`config.mk`:
```
export PLATFORM = sky130hd
export DESIGN_NAME = mxint_block_sum_stream
export DESIGN_NICKNAME = d
export VERILOG_FILES = /design/src/rtl/mxint_block_sum_stream.sv
export SDC_FILE = /design/constraint.sdc
export NUM_CORES = 1
export LEC_CHECK = 0
export CAP_MARGIN = 10
export CORE_UTILIZATION = 45
export DETAILED_ROUTE_END_ITERATION = 6
export PLACE_DENSITY = 0.68
export SKIP_CTS_REPAIR_TIMING = 1
export SYNTH_ARGS = -nofsm -noshare
export SYNTH_HDL_FRONTEND = slang
export SYNTH_SLANG_ARGS = --single-unit
```
`constraint.sdc`:
```
create_clock -name i_clk -period 7.9 [get_ports i_clk]
set_clock_uncertainty 0.2 [all_clocks]
set_input_delay 1.185 -clock i_clk [delete_from_list [all_inputs] [get_ports i_clk]]
set_output_delay 1.185 -clock i_clk [all_outputs]
set_load 0.005 [all_outputs]
```
`src/rtl/mxint_block_sum_stream.sv`:
```
// Streaming MX block summer: shared E8M0 scale + BLOCK_SIZE signed elements in LANES-wide
// beats, exact accumulation, one normalisation cycle to float32. Option: MXINT_SUM_SUBNORMAL_EN.
module mxint_block_sum_stream #(
    parameter int ELEM_WIDTH  = 8,
    parameter int BLOCK_SIZE  = 32,
    parameter int LANES       = 4,
    parameter int SCALE_WIDTH = 8
) (
    input  logic                        i_clk,
    input  logic                        i_rst,
    input  logic                        i_valid,
    output logic                        o_ready,
    input  logic [SCALE_WIDTH-1:0]      i_scale,
    input  logic [LANES*ELEM_WIDTH-1:0] i_elements,
    output logic                        o_valid,
    input  logic                        i_ready,
    output logic [31:0]                 o_float32,
    output logic                        o_overflow,
    output logic                        o_underflow
);
    localparam int ACC_W  = ELEM_WIDTH + $clog2(BLOCK_SIZE) + 1;
    localparam int BEATS  = BLOCK_SIZE / LANES;
    localparam int CNT_W  = $clog2(BEATS + 1);
    localparam int P_W    = $clog2(ACC_W);
    localparam int EXP_W  = SCALE_WIDTH + 4;
    localparam int NORM_W = ACC_W + 23;

    typedef enum logic [1:0] {IDLE, ACCUM, NORM, OUT} state_t;
    state_t state, state_nxt;

    logic [SCALE_WIDTH-1:0] scale_q;
    logic [ACC_W-1:0]       acc;
    logic [CNT_W-1:0]       count;
    logic [ACC_W-1:0]       lane_sum;
    logic                   beat;
    logic                   last_beat;

    logic                   sgn;
    logic [ACC_W-1:0]       mag;
    logic [P_W-1:0]         p;
    logic [NORM_W-1:0]      norm;
    logic [22:0]            frac;
    logic [EXP_W-1:0]       e;
    logic                   e_ovf;
    logic                   e_nonpos;
    logic [31:0]            res_f;
    logic                   res_ov;
    logic                   res_uf;
`ifdef MXINT_SUM_SUBNORMAL_EN
    logic [EXP_W-1:0]       sub_sh;
    logic [23:0]            sub_m;
`endif

    always_comb begin
        lane_sum = '0;
        for (int unsigned k = 0; k < LANES; k++) begin
            lane_sum = lane_sum + ACC_W'($signed(i_elements[k*ELEM_WIDTH +: ELEM_WIDTH]));
        end
    end

    assign beat      = i_valid && o_ready;
    assign last_beat = (state == IDLE) ? (BEATS == 1) : (count == CNT_W'(BEATS - 1));

    always_ff @(posedge i_clk or posedge i_rst) begin
        if (i_rst) begin
            state <= IDLE;
        end else begin
            state <= state_nxt;
        end
    end

    always_comb begin
        state_nxt = state;
        case (state)
            IDLE:    if (beat) state_nxt = last_beat ? NORM : ACCUM;
            ACCUM:   if (beat && last_beat) state_nxt = NORM;
            NORM:    state_nxt = OUT;
            OUT:     if (i_ready) state_nxt = IDLE;
            default: state_nxt = IDLE;
        endcase
    end

    always_comb begin
        o_ready = 1'b0;
        o_valid = 1'b0;
        case (state)
            IDLE, ACCUM: o_ready = !i_rst;
            OUT:         o_valid = 1'b1;
            default:     ;
        endcase
    end

    // Leading one of |sum| lands at bit 23 of norm; everything below it is the fraction.
    always_comb begin
        sgn      = acc[ACC_W-1];
        mag      = sgn ? (~acc + ACC_W'(1)) : acc;
        p        = '0;
        for (int unsigned i = 0; i < ACC_W; i++) begin
            if (mag[i]) p = P_W'(i);
        end
        norm     = {mag, 23'b0} >> p;
        frac     = norm[22:0];
        e        = EXP_W'(scale_q) - EXP_W'(ELEM_WIDTH - 2) + EXP_W'(p);
        e_ovf    = !e[EXP_W-1] && (e >= EXP_W'(255));
        e_nonpos = e[EXP_W-1] || (e == '0);
`ifdef MXINT_SUM_SUBNORMAL_EN
        sub_sh   = EXP_W'(1) - e;
        sub_m    = {1'b1, frac} >> sub_sh;
`endif
        res_f    = {sgn, e[7:0], frac};
        res_ov   = 1'b0;
        res_uf   = 1'b0;
        if (scale_q == '1) begin
            res_f = 32'h7FC0_0000;
        end else if (norm == '0) begin
            res_f = '0;
        end else if (e_ovf) begin
            res_f  = {sgn, 8'hFF, 23'b0};
            res_ov = 1'b1;
        end else if (e_nonpos) begin
`ifdef MXINT_SUM_SUBNORMAL_EN
            res_f  = {sgn, 8'h00, sub_m[22:0]};
            res_uf = (sub_m == '0) || ((sub_m << sub_sh) != {1'b1, frac});
`else
            res_f  = {sgn, 31'b0};
            res_uf = 1'b1;
`endif
        end
    end

    always_ff @(posedge i_clk or posedge i_rst) begin
        if (i_rst) begin
            scale_q     <= '0;
            acc         <= '0;
            count       <= '0;
            o_float32   <= '0;
            o_overflow  <= 1'b0;
            o_underflow <= 1'b0;
        end else begin
            if (beat) begin
                if (state == IDLE) begin
                    scale_q <= i_scale;
                    acc     <= lane_sum;
                    count   <= CNT_W'(1);
                end else begin
                    acc     <= acc + lane_sum;
                    count   <= count + CNT_W'(1);
                end
            end
            if (state == NORM) begin
                o_float32   <= res_f;
                o_overflow  <= res_ov;
                o_underflow <= res_uf;
            end
        end
    end
endmodule

```
==> impl_metrics.toml <==
[floorplan]
die-area_um2 = 12500
die_w_um = 112
die_h_um = 112
ios = 80
core-area_um2 = 11600
start_util = 0.468
rows = 39

[setup_path]
critical_path_required_ps = 7890
crit_path_cell_trace = "inv_1, ha_1, or4b_1, or4_4, mux2_4, a22o_1, a31oi_1, buf_4, inv_2, ha_1, a21o_1, a21oi_1, nor3_1, a31oi_1, o41ai_1, a21oi_1, nor2b_1, and2_1, o21ai_0, o32ai_1"
timing.rr.start = "acc[0]"
reg2reg_to = "o_float32[18]"
cp.arrival_ps = 6900
crit_family = "compound AO/OA/AOI/OAI gates"
cp_slowest_stage_delay_ps = 710
crit_buf_inv = 3
cp_max_fo = 16
ff2ff_setup_slack_ps = 990
worstSetupPathType = "flip-flop to flip-flop"
reg2reg_depth = 20
cp.depth = 20
cp-startpoint = "acc[0]"
cp-end-kind = "flip-flop"
cp_slowest_cell = "or4b_1"
start_kind = "flip-flop"
crit_end = "o_float32[18]"

[detailed_routing]
post_drt_via_cell_ratio = 5.82
wl_per_cell_um = 14.8
ant_nets = 0
drtPass1Iterations = 7
drc = 5
drt_iter0_drc = 458
finalWirelength_um = 12200
num_vias = 4805

[synth]
synth.yosys.seq_area_share = 0.249
synth_cells = 637
yosys.cell_count.top_type = "dfrtp_1"
syn-mean-instance-area_um2 = 8.51
synthTopCellsByArea = "dfrtp_1 25%, ha_1 7.9%, fa_1 7.0%"
synth_largest_area_cell = "dfrtp_1"
synthMuxAreaShare = 0.0677
async_flop_share = 1.00
ys_types = 75
synth_xor_area_frac = 0.0679
ys_seq_elements = 54
synth_top_family_by_area = "compound AO/OA/AOI/OAI gates"
yosysTopAreaCellShare = 0.249
syn_area_um2 = 5420
synth_compound_area_frac = 0.236
synth_simple_gate_area_frac = 0.167
synthAdderAreaFrac = 0.149
synthTopCellsByCount = "54 x dfrtp_1, 53 x nor2_1, 49 x nand2_1, 48 x o21ai_0, 43 x a21oi_1"
ys_warn_count = 0
synth_edf_count = 0
synth-main-ff-cell = "dfrtp_1"

[layout]
nNetsFinal = 778
postLayoutCoreUtil = 0.543
diodes = 0
final_area_um2 = 6280
final_layout_size_suffix_gt1_frac = 0.0601
syn2layout_area_growth_pct = 16.0

[grt]
grt_pass1_wl_um = 21000
antenna_found_initial = 0
grt_max_degree = 55
grt_usage = 0.201
grt_pass1_vias = 4492
gr-total-overflow = 0

[sta]
tns_ps = 0
relSlewSlack = 0.214
fmax_mhz = 145
hold_viol_final = 0
rsz0062_at_grt = "no"
post-route-period-util = 0.875
max_slew.worst_pin.slew_ps = 1180
finalCriticalPeriod_ps = 6910
finalMaxSlewViolations = 0
setup_viol = 0
worst_slack_ps = 989

[placed_design]
dp_hpwl_um = 9290
place_congestion = 0.893
port_buffers = 71
detailedPlace.worstSlack_ps = 1100
post_dp_cell_area_um2 = 6140

[clock_network]
cts_tree = "built"
root_buffer = "clkbuf_16"
clockBufferDepth = 2
clkLatencyLatePin_ps = 310
cts_made_buffers = 5
h-tree-depth = 2
cts_sinks = 54
clk_pin_slew_worst_paths_ps = 80

[run_status]
violations = "design-rule violations"
status = "finished with violations"

[flow_run]
cap_viol_max_count = 0

[hold_path]
min_from = "o_float32[31]"
min_path_cells = 1
hold_class = "flip-flop to flip-flop"
==> worst min-delay path by stage <==
stage / slack (ps) / end
3_5_place_dp: 280 / o_float32[31]
5_1_grt: 320 / o_underflow
3_3_place_gp: 280 / o_underflow
2_1_floorplan: 260 / count[3]
6_report: 290 / o_float32[31]
4_1_cts: 290 / o_float32[31]
==> through the flow <==
step / hold slack [ps] / cells
5_1_grt: 315 / 825
6_report: 294 / 825
4_1_cts: 294 / 825
3_3_place_gp: 279 / 817
2_1_floorplan: 265 / 644
3_5_place_dp: 275 / 817
==> per-layer routing <==
| layer | track usage | vias to the layer above | share of wire |
|---|---|---|---|
| met4 | 0.0622 | 0 | 0.014 |
| met2 | 0.349 | 126 | 0.49 |
| met5 | 0 | - | 0 |
| li1 | - | 2393 | - |
| met1 | 0.257 | 2271 | 0.46 |
| met3 | 0.0289 | 15 | 0.038 |
==> layout make-up <==
cell class / count / area, µm²
timing repair buffer: 75 / 741
inverter: 31 / 116
clock buffer: 6 / 129
fill: 1051 / 5280
tap: 143 / 179
clock inverter: 2 / 13.8
sequential: 54 / 1350
multi-input combinational: 514 / 3750
==> kinds of logic (layout without fill, tap and decap cells) <==
kind of cell,count (synthesis),in the layout
adder cells (fa/ha/maj),53,53
AO/OA/AOI/OAI,191,191
XOR/XNOR,42,42
other,1,8
buffers and inverters,76,114
AND/OR/NAND/NOR,186,186
flip-flops,54,54
multiplexers,34,34
==> flip-flops by register name (all words and copies together) (netlist names) <==
| name | flops |
|---|---|
| o_float32 | 24 |
| acc | 14 |
| scale_q | 8 |
| count | 4 |
| state | 2 |
| o_overflow | 1 |
| o_underflow | 1 |
==> worst register-to-register path, cell delays in order (launching register included) <==
cell	delay [ps]
dfrtp_1	570
inv_1	170
ha_1	270
or4b_1	710
or4_4	510
mux2_4	300
a22o_1	350
a31oi_1	180
buf_4	210
inv_2	150
ha_1	390
a21o_1	200
a21oi_1	610
nor3_1	90
a31oi_1	230
o41ai_1	110
a21oi_1	300
nor2b_1	430
and2_1	250
o21ai_0	230
o32ai_1	340
==> cell usage in the layout, fill, tap and decap left out, types with 4 or more instances in the layout <==
master / synthesis / layout
nor2_1: 53 / 53
or3_1: 5 / 5
o22ai_1: 10 / 10
buf_4: 8 / 4
a21o_1: 9 / 9
fa_1: 19 / 19
nand2b_1: 12 / 12
and2_1: 4 / 4
a31oi_1: 6 / 6
conb_1: 1 / 8
clkbuf_16: 0 / 5
ha_1: 34 / 34
or4_1: 4 / 4
xnor2_1: 29 / 29
nor2b_1: 6 / 6
a211oi_1: 12 / 12
mux2_2: 14 / 14
nor3b_1: 4 / 4
nor4_1: 6 / 6
dfrtp_1: 54 / 54
o21ai_0: 48 / 48
nand3_1: 11 / 11
nor3_1: 18 / 18
nand4_1: 4 / 4
nand2_1: 49 / 49
clkdlybuf4s50_1: 0 / 71
o41ai_1: 6 / 6
xor2_1: 13 / 13
o21bai_1: 8 / 8
mux2i_1: 18 / 18
a21oi_1: 43 / 43
inv_1: 30 / 29
Power is left out: the tool's default activity adds up to more than one toggle a clock period on the data nets, which glitch-free logic cannot reach.
==> edit 1, RTL diff (same settings) <==
`LANES`: 4 -> 8.
--- a/src/rtl/mxint_block_sum_stream.sv
+++ b/src/rtl/mxint_block_sum_stream.sv
@@ -3,7 +3,7 @@
 module mxint_block_sum_stream #(
     parameter int ELEM_WIDTH  = 8,
     parameter int BLOCK_SIZE  = 32,
-    parameter int LANES       = 4,
+    parameter int LANES       = 8,
     parameter int SCALE_WIDTH = 8
 ) (
     input  logic                        i_clk,
Interface: changed (resized i_elements); port bits go from 80 to 112. The function was not compared with the original's and may differ.
==> edit 1 against the original RTL <==
- the run still ends with DRC left
- sequential cell count shrank 1
- routed wire length grew 19%
- worst setup slack lost 330 ps
- synthesized area grew 25%
- sequential share of layout area shrank 5.0 points
- maximum frequency shrank 4.6%
- cell area grew 28%
- utilization grew 0.62 points
- critical path type is now input pin to register
- critical endpoint is now acc[13]$_DFFE_PP0P_
- largest cell class unchanged
Power is not shown: default switching activity piles up to over one toggle a cycle in this logic, so the estimate is an artifact.
==> edit 1: results (changes against the original RTL) <==
- Ranking of synthesized cells by area: dfrtp_1 20%, fa_1 16%, inv_1 7.1%
- M1 GR Usage: 27.13% (+1.4 points)
- R2r startpoint: acc[1]$_DFFE_PP0P_
- Headroom to the max-slew limit: 38.95% (+18 points)
- Distinct cells, synth: 84 (+12%)
- Max FO, Critical Path: 4 (-12)
- Achievable Freq: 138.0 MHz (-4.6%)
- CP arrival: 7280 ps (+380 ps)
- Pin count of the biggest net entering global routing: 34 (-38%)
- Reg2reg setup slack: 1850 ps (+860 ps)
- Failing checks: DRC
- Post-DP HPWL: 11.66 mm (+26%)
- DR pass1 iterations: 7 (unchanged)
- Filler cells: 1384 (+32%)
- Routed wire length: 14.52 mm (+19%)
- Area delta synth->final: 18.55%
- Status: complete, but fails checks
- First-pass GRT wire length: 26.35 mm (+25%)
- Met3 Use GR: 2.878% (-0.0071 points)
- CP Launch Point: i_elements[2]
- Met3 Wirelength: 597 um (+30%)
- Routed vias/inst: 5.469 (-6.1%)
- CP peak stage delay: 540 ps (-170 ps)
- Layout cells sized above 1: 6.229% (+0.22 points)
- Tot GR Track Use: 20.11% (about the same)
- Met2 GRT Util: 34.30% (-0.60 points)
- H-Tree Depth: 2 (unchanged)
- Placed insts: 1059 (+30%)
- Number of global-route vias before repair: 5783 (+29%)
- Synth cell count leaders: 128 x inv_1, 54 x fa_1, 53 x dfrtp_1, 51 x a21oi_1, 49 x nor2_1
- Worst Setup EP: acc[13]$_DFFE_PP0P_
- Synth Warn #: 0 (unchanged)
- Crit path max-delay cell type: fa_1
- DR iter-0 viols: 332 (-28%)
- Routed length on met1: 6.801 mm (+22%)
- Met2 Routed Length: 6.981 mm (+16%)
- IO Port Bufs: 103 (+45%)
- # DRC: 6 (+1)
- DP Worst Slack: 357.6 ps (-744.4 ps)
- Gpl congestion: 0.8568 (-4.0%)
- Sequential element share of the synthesized area: 19.54% (-5.4 points)
- Routed len/inst: 13.61 um (-8.3%)
edit 1: cell count changes after synthesis, moves of 7 or more:
| cell | delta |
|---|---|
| inv_1 | +98 |
| o21a_1 | +7 |
| xnor2_1 | -7 |
| o21ai_1 | +12 |
| a21oi_1 | +8 |
| fa_1 | +35 |
edit 1: worst min path at each step:
| stage | cells past startpoint | startpoint | endpoint | slack (ps) |
|---|---|---|---|---|
| floorplan | 2 | count[1]$_DFFE_PP0P_ | count[1]$_DFFE_PP0P_ | 250 |
| global placement | 1 | o_float32[28]$_DFFE_PP0P_ | o_float32[28]$_DFFE_PP0P_ | 260 |
| detailed placement | 1 | o_float32[28]$_DFFE_PP0P_ | o_float32[28]$_DFFE_PP0P_ | 270 |
| CTS | 1 | o_float32[28]$_DFFE_PP0P_ | o_float32[28]$_DFFE_PP0P_ | 290 |
| global route | 1 | o_float32[26]$_DFFE_PP0P_ | o_float32[26]$_DFFE_PP0P_ | 310 |
| finish | 1 | o_float32[28]$_DFFE_PP0P_ | o_float32[28]$_DFFE_PP0P_ | 280 |
edit 1: cells by family after synthesis:
group           after synthesis  synth area share, %
xor+xnor                     33                4.259
buf+inv                     175                10.49
other cells                   1              0.05526
compound gates              225                22.47
simple gates                200                16.21
mux                          26                4.038
flops                        53                19.54
fa+ha+maj                    92                22.94
edit 1: worst max-delay path: cells and delay by family:
| family | cells | cell delay [ps] |
|---|---|---|
| AND/OR/NAND/NOR | 3 | 320 |
| adder cells (fa/ha/maj) | 7 | 2900 |
| buffers and inverters | 6 | 720 |
| AO/OA/AOI/OAI | 11 | 2120 |
edit 1: final cells by class:
cell class	instances	area share [%]
clock buffers	6	1.726
inverters	130	6.096
well taps	184	2.862
clock inverters	2	0.2022
repair buffers	108	13.28
flip-flops and latches	53	16.49
multi-input cells	584	59.35
==> edit 2, RTL diff (same settings) <==
Without the edit above. The 4 states of `state_t` get a one-hot encoding in 4 bits.
--- a/src/rtl/mxint_block_sum_stream.sv
+++ b/src/rtl/mxint_block_sum_stream.sv
@@ -25,7 +25,7 @@
     localparam int EXP_W  = SCALE_WIDTH + 4;
     localparam int NORM_W = ACC_W + 23;
 
-    typedef enum logic [1:0] {IDLE, ACCUM, NORM, OUT} state_t;
+    typedef enum logic [3:0] {IDLE = 4'b0001, ACCUM = 4'b0010, NORM = 4'b0100, OUT = 4'b1000} state_t;
     state_t state, state_nxt;
 
     logic [SCALE_WIDTH-1:0] scale_q;
Check against the original RTL: no difference found for any inputs over 4 cycles, from zero or initial values and one cycle with i_rst high; so few cycles prove little.
==> edit 2 against the original RTL <==
- routed wire length up 14%
- sequential cell count up 2
- synthesized area up 2.0%
- final cell count up 2.2%
- worst setup slack improved by 310 ps
- cell area grew 2.2%
- critical path type unchanged
- critical endpoint is now o_float32[21]$_DFFE_PP0P_
- highest routed layer unchanged
==> edit 2: results (changes against the original RTL) <==
- Seq cells: 56 (+3.7%)
- DR iter-0 viols: 377 (-18%)
- Synth cell count leaders: 59 x nand2_1, 55 x dfrtp_1, 53 x a21oi_1, 42 x nor2_1, 39 x o21ai_0
- Ranking of synthesized cells by area: dfrtp_1 25%, fa_1 6.9%, ha_1 6.8%
- Max FO, Critical Path: 11 (-5)
- Met2 GRT Util: 40.04% (+5.1 points)
- Adder-cell area share of the yosys netlist: 13.68% (-1.2 points)
- Worst Setup EP: o_float32[21]$_DFFE_PP0P_
- Plain + repair buffers: 77 (+2.7%)
- DR pass1 iterations: 5 (-2)
- Distinct cells, synth: 77 (+2.7%)
- Root buf cell: clkbuf_16
- Seq. cell area: 1403 um^2 (+3.8%)
- Num CTS Buffers: 5 (unchanged)
- Filler cells: 1130 (+7.5%)
- Max clock buf depth: 2 (unchanged)
- Die area: 12730 um^2 (+2.0%)
- Multi-In Gates: 537 (+4.5%)
- Nets: 788 (+1.3%)
- Met3 Wirelength: 451 um (-2.2%)
- Hold Path Origin: count[3]$_DFFE_PP0P_
- Post-Synth XOR/XNOR Area: 6.658% (-0.13 points)
- Met3 Use GR: 2.892% (+0.0072 points)
- Tot GR Track Use: 22.83% (+2.7 points)
- Setup TNS: 0 ps (unchanged)
- M1 GR Usage: 29.70% (+4.0 points)
- Initial antenna violation count: 0 (unchanged)
- Vias post-DR: 5075 (+5.6%)
- Synth Area in Compound Gates: 24.93% (+1.4 points)
- Post-DP HPWL: 10.78 mm (+16%)
- Number of global-route vias before repair: 4911 (+9.3%)
- Multiplexer area fraction after synthesis: 4.665% (-2.1 points)
- Worst setup margin: 1304 ps (+314.8 ps)
- Hold path cells: 1 (unchanged)
- Pin count of the biggest net entering global routing: 58 (+5.5%)
- Status: complete, no violations
- Routed len/inst: 16.50 um (+11%)
- Multi-input logic portion of the cell area: 60.14% (+0.41 points)
- Routed length on met1: 6.446 mm (+15%)
- Headroom to the max-slew limit: 26.77% (+5.4 points)
- CP arrival: 6620 ps (-280 ps)
- Inverter count: 18 (-42%)
- Gpl congestion: 0.9275 (+3.9%)
- First-pass GRT wire length: 23.71 mm (+13%)
- WHS Endpoint: state[2]$_DFFE_PP0P_
- Met2 Routed Length: 6.785 mm (+13%)
- Clk tree area frac: 2.260% (-0.011 points)
- Non-clock buffer share: 11.77% (-0.023 points)
- Synth Flop Type: dfrtp_1
- CP Launch Point: acc[0]$_DFFE_PP0P_
- Antenna diode count: 0 (unchanged)
- Layout cells sized above 1: 5.316% (-0.70 points)
- Placed cell areas: 6277 um^2 (+2.2%)
- Pleak: 2.636 nW
- Sequential element share of the synthesized area: 25.38% (+0.44 points)
- DP Worst Slack: 1443 ps (+341.3 ps)
edit 2: stage by stage:
stage / hold slack [ps] / instances / util (%)
2_1_floorplan: 226.6 / 656 / -
3_5_place_dp: 255.7 / 835 / 52.26
4_1_cts: 265.8 / 843 / 53.47
3_3_place_gp: 248.0 / 835 / 52.26
6_report: 261.8 / 843 / 53.47
5_1_grt: 303.5 / 843 / 53.47
edit 2: worst max-delay path, cell delays in order, from the launching register on:
cell      delay [ps]
dfrtp_1          520
inv_1            160
ha_1             300
or4b_1           650
o41ai_1          430
xnor2_1          270
o22a_1           280
o41ai_4          140
nand2_1          310
inv_1            260
ha_1             280
fa_1             400
a21o_1           170
a21oi_1          570
nor2_1            80
o211ai_1         200
o31a_1           350
nand4_1          190
a31oi_1          440
o21ai_0          160
a31oi_1          150
